==> src/rtl/demux64_4_reg.sv <==
// One-to-four demultiplexer with a one-entry register per lane and a
// saturating count of accepted input words.
module demux64_4_reg (
  input  logic        clk,
  input  logic        reset,
  input  logic [63:0] data_in,
  input  logic [1:0]  sel,
  input  logic        in_valid,
  output logic        in_ready,
  output logic [63:0] data_out_1,
  output logic [63:0] data_out_2,
  output logic [63:0] data_out_3,
  output logic [63:0] data_out_4,
  output logic [3:0]  out_valid,
  input  logic [3:0]  out_ready,
  output logic [15:0] accept_count
);

  // Handshake: a word moves on any rising edge where valid and ready are both
  // high. Ready never looks at valid. A lane can take a new word in the same
  // cycle its current word drains, so a streaming lane has no bubbles.

  logic [63:0] data_q [4];
  logic [3:0]  full_q;
  logic [3:0]  full_d;
  logic [3:0]  load_vec;
  logic [3:0]  drain_vec;
  logic        in_xfer;

  always_comb begin
    in_ready  = ~full_q[sel] | out_ready[sel];
    in_xfer   = in_valid & in_ready;
    load_vec  = 4'b0000;
    if (in_xfer) load_vec[sel] = 1'b1;
    drain_vec = full_q & out_ready;
    // A same-lane load wins over the drain so the lane stays full.
    full_d    = (full_q & ~drain_vec) | load_vec;
  end

  always_ff @(posedge clk or negedge reset) begin
    if (!reset) full_q <= 4'b0000;
    else        full_q <= full_d;
  end

  for (genvar k = 0; k < 4; k++) begin : g_lane
    always_ff @(posedge clk or negedge reset) begin
      if (!reset)           data_q[k] <= 64'd0;
      else if (load_vec[k]) data_q[k] <= data_in;
    end
  end

  always_ff @(posedge clk or negedge reset) begin
    if (!reset)                                accept_count <= 16'd0;
    else if (in_xfer && accept_count != 16'hFFFF) accept_count <= accept_count + 16'd1;
  end

  always_comb begin
    out_valid  = full_q;
    data_out_1 = data_q[0];
    data_out_2 = data_q[1];
    data_out_3 = data_q[2];
    data_out_4 = data_q[3];
  end

endmodule

==> config.mk <==
export PLATFORM = sky130hd
export DESIGN_NAME = demux64_4_reg
export DESIGN_NICKNAME = d
export VERILOG_FILES = /design/src/rtl/demux64_4_reg.sv
export SDC_FILE = /design/constraint.sdc
export NUM_CORES = 1
export LEC_CHECK = 0
export CAP_MARGIN = 20
export CORE_MARGIN = 4
export CORE_UTILIZATION = 32
export DETAILED_ROUTE_END_ITERATION = 10
export GPL_TIMING_DRIVEN = 0
export PLACE_DENSITY = 0.68
export SYNTH_ARGS = -nofsm -noshare
export SYNTH_HDL_FRONTEND = slang
export SYNTH_SLANG_ARGS = --single-unit
==> constraint.sdc <==
create_clock -name clk -period 1.82 [get_ports clk]
set_input_delay 0.455 -clock clk [delete_from_list [all_inputs] [get_ports clk]]
set_output_delay 0.455 -clock clk [all_outputs]
set_load 0.02 [all_outputs]
Word level (Yosys, flattened, before mapping)
Cells that the tools add are included.
{"block": "word_totals", "register_bits": 276, "in_bits": 73, "output_inout_bits": 277, "word_cells": 26}
{"block": "op_classes", "addsub": 1, "magnitude_cmp": 2, "n_eq_ne": 1, "muxes": 7, "bitwise": 7, "n_reduce_logical": 2}
{"op": "$add 16x1->16 const B", "count": 1}
{"op": "$ne 16x16->1 const B", "count": 1}
{"op": "$and 4x4->4", "count": 2}
{"op": "$bmux 1 s2", "count": 2}
{"op": "$mux 4", "count": 1}
{"op": "$not 4->4", "count": 1}
{"op": "$or 4x4->4", "count": 1}
{"op": "$lt 2x3->1 const B", "count": 1}
{"op": "$mux 1", "count": 3}
{"op": "$demux 1 s2", "count": 1}
{"op": "$ge 2x1->1 const B", "count": 1}
{"op": "$logic_and 1x1->1", "count": 2}
{"op": "$and 1x1->1", "count": 1}
{"op": "$not 1->1", "count": 1}
{"op": "$or 1x1->1", "count": 1}

Longest topological paths before layout
{"block": "logic_depth", "word_depth": 7, "depth_mapped": 6, "ltp_nobuf": 5}

Least setup slack after synthesis
Ideal clock, no wire load.
{"block": "synth_timing", "kind": "reg-to-reg", "startpoint": "reg accept_count[0]", "endpoint": "reg accept_count[1]", "setup_ns": 0.128, "arrival_time_ns": 1.923, "required_ns": 1.692, "slack_ns": -0.230, "stages_incl_launch_ff": 7, "n_path_buf": 1, "period_less_slack_ns": 2.050, "cell_sequence": "dfrtp_1 ha_1 nand4_1 or4_1 clkbuf_1 nand3_2 mux2_1"}
{"block": "synth_via", "elab_chain_cells": 2, "elab_cells_between_ends": 3, "classes_between": "add/sub: 1; eq/ne: 1; reduce/logical: 1"}
{"element": "from (decl)", "line": "16", "rtl": "output logic [15:0] accept_count"}
{"element": "from (signal assigned)", "line": "54", "rtl": "else if (in_xfer && accept_count != 16'hFFFF) accept_count <= accept_count + 16'd1;"}
{"element": "branches (longest 2 deep; another with $add 16x1->16)"}
Several ways; the timed one is not identified.
A chain may end at the register's enable or synchronous reset.

Final worst setup path
{"block": "layout_timing", "startpoint": "reg full_q[2], in the netlist out_valid[2]", "endpoint": "out in_ready"}
{"block": "layout_via", "elab_chain_cells": 4}
{"element": "from (decl)", "line": "24", "rtl": "logic [3:0] full_q;"}
{"element": "from (signal assigned)", "line": "42", "rtl": "else full_q <= full_d;"}
{"element": "$bmux 1 s2", "line": "31", "rtl": "in_ready = ~full_q[sel] | out_ready[sel];"}
{"element": "$mux 1 (not written as such)", "line": "31"}
{"element": "$not 1->1", "line": "31"}
{"element": "$or 1x1->1", "line": "31"}
{"element": "to (decl)", "line": "9", "rtl": "output logic in_ready,"}
Every way passes these cells. The select of a mux whose other input is x is not followed.

==> impl_metrics.tcl <==
set metrics [dict create \
    core_mm2 0.0325 \
    critPathKind "register to primary output" \
    stdcell_area_mm2 0.0158 \
    p_total_mw 20.0 \
    grt_max_degree 102 \
    gr-total-overflow 0 \
    grt_use_total_pct 16.1 \
    synth_commonest_cells "276 x dfrtp_1, 205 x mux2_2, 55 x mux2_1, 23 x buf_2, 11 x nand4_1" \
    power.leakage_nw 7.14 \
    cts_tree "done" \
    p_per_area_mw_per_mm2 1260 \
    htree_levels 1 \
    placedCellCount 1440 \
    drc 0 \
    register_area_mm2 0.00693 \
    status "finished with violations" \
    synth_edf_count 0 \
    failed_checks "setup timing" \
    dpl_cell_area_mm2 0.0147 \
    diodes 0 \
    crit_family "multiplexers" \
    grt_pass1_wl_um 46000 \
    die_area_mm2 0.0360 \
    skew_ns 0.00913 \
    dp_hpwl_um 21100 \
    yosysTopAreaCell "dfrtp_1" \
    worstSkewPairLatency_ns 0.55 \
    crit_fanout 2 \
    grt_pass1_vias 7663 \
    maxSlewHeadroom_pct 50.1 \
    die_y_um 190 \
    finalMaxSlewViolations 0 \
    ys_async_sr_fraction_pct 100 \
    wl_per_cell_um 19.6 \
    nFillCells 2943 \
    die_w_um 190 \
    nets 1120 \
    synth_area_leaders "dfrtp_1 65%, mux2_2 22%, mux2_1 5.9%" \
    clkTransAtPathRegs_ns 0.06 \
    yosysSeqAreaShare_pct 65.4 \
    peakVddDrop_v 0.000682 \
    cp_num_buf_inv 3 \
    vias 6965 \
    cp-startpoint "out_valid[2]" \
    fin_crit_sh_pct 127 \
    reg2reg_from "out_valid[2]" \
    antenna_left 0 \
    worstMarginPinSlew_ns 0.739 \
    holdWs_ns 0.172 \
    finalNonFillerCells 1510 \
    synth.most_common_cell "dfrtp_1" \
    crit_required_ns 1.36 \
    cts_buffer_depth 3 \
    drv_cap 0 \
    rows 66 \
    hp-class "input port to register" \
    netlist_instances 646 \
    port_buffers 348 \
    layout-drive-gt1-share_pct 33.9 \
    synth.ff_latch_count 276 \
    fin_ws_ns -0.487 \
    synth_warnings 0 \
    rsz0062_at_grt "true" \
    synth_area_mm2 0.0106 \
    cp-end-kind "primary output" \
    final_hold_viol_count 0 \
    place_congestion 0.748 \
    numCtsBuffers 30 \
    cpMostUsedCell "buf_8" \
    arrival_ns 1.85 \
    setup_violations 9 \
    holdCritStartpoint "sel[0]" \
    r2r_setup_slack_ns -0.22 \
    clock.fmax_ghz 0.434 \
    synthDistinctLibCells 30 \
    path_cells "nor2b_4 > mux4_2 > buf_8 > clkinv_8 > buf_8" \
    cts-root-buf "clkbuf_16" \
    drt-total-wl_um 29600 \
    ys.flop_type "dfrtp_1" \
    critPathSlowestCell "mux4_2" \
    start_util_pct 32.5 \
    cts.sinks 276 \
    drt_iter0_drc 293 \
    dr.pass1.iters 5 \
    avgSynthCellArea_um2 16.3 \
    antenna_found_initial 0 \
    synth_fp_nets 720 \
    worst_path_largest_cell_delay_ns 0.48 \
    critPathLaunchType "register" \
    multiInputGateArea_mm2 0.00365 \
    period_minus_slack_ns 2.31 \
    syn2layout_area_growth_pct 50.0 \
    final_util_pct 48.7 \
    yosys.area.top_type_share_pct 65.4 \
    vias_per_cell 4.61 \
    io_pins 350 \
]
[state kept, by name, summed over array words and instances, names as in the netlist]
register	flops
data_out_1	64
data_out_2	64
data_out_3	64
data_out_4	64
accept_count	16
out_valid	4
[power by group]
part           internal (mW)  total (mW)  leakage (nW)  switching (mW)
clock                   3.82        6.24         0.512            2.42
combinational           2.46        5.67          3.36            3.22
sequential              7.43        8.07          3.27           0.640
total                   13.7        20.0          7.14            6.28
[repair_timing]
item | in CTS | in global routing
pin swaps | 1 | 14
endpoints found under the setup margin | 528 | 239
gates resized for setup | 352 | 58
setup buffers | 10 | 7
cloned | 0 | 0
hold buffers | 1 | 0
endpoints found under the hold margin | 77 | 0
[through the flow]
step,setup slack (ns),setup TNS (ns)
global placement,-12.93,-3581.19
detailed placement,-1.32,-257.20
global route,-0.560,-2.21
floorplan,-0.0849,-0.196
finish,-0.487,-1.40
CTS,-0.519,-33.89
[routing by layer]
metal  wire length, um  track usage [%]  part of all wire, %  vias to the layer above
li1                  -                -                    -                     3121
met1             12000             20.4                   41                     3518
met2             14000             26.2                   47                      263
met3              2690             5.93                  9.1                       63
met4               847             4.42                  2.9                        0
met5                 0                0                    0                        -
[cell usage in the layout, fill, tap and decap left out, types with 6 or more instances in the layout]
cell type        count
nand2_1              8
clkdlybuf4s50_1     69
dfrtp_2             15
clkdlybuf4s15_2      6
buf_4               25
xnor2_1              7
buf_2                7
clkbuf_8            11
dfrtp_1            261
nand3_1              6
dlygate4sd2_1      257
mux2_2             205
clkbuf_1             6
clkbuf_16           31
nand4_1             11
mux2_1              52
buf_6               10
[final timing paths]
path,cells past startpoint,to
min reg2reg,1,data_out_3[36]
max,5,in_ready
max reg2reg,7,accept_count[10]
min in group asynchronous,2,accept_count[13]
max in group asynchronous,3,out_valid[1]
min,2,out_valid[0]
[cell type report]
type / count / area share [%]
inverters: 2 / 0.126
clock buffers: 48 / 6.00
multi-input cells: 337 / 23.0
repair buffers: 370 / 21.4
clock inverters: 6 / 0.506
well taps: 442 / 3.49
flip-flops and latches: 276 / 43.7
plain buffers: 29 / 1.76
[cells by family after synthesis]
kind of cell    after synthesis  synth area share (%)
mux                         261                  27.9
fa+ha+maj                     1                 0.118
simple gates                 58                  3.54
compound gates                5                 0.379
xor+xnor                     12                 0.995
buf+inv                      33                  1.63
flops                       276                  65.4
[worst reg2reg max path: cells and delay by family (launching register included)]
kind          cells  cell delay (ns)
buf+inv           3             0.42
flops             1             0.40
mux               2             0.80
simple gates      2             0.31
No activity file was read; power rests on OpenSTA's default activity.
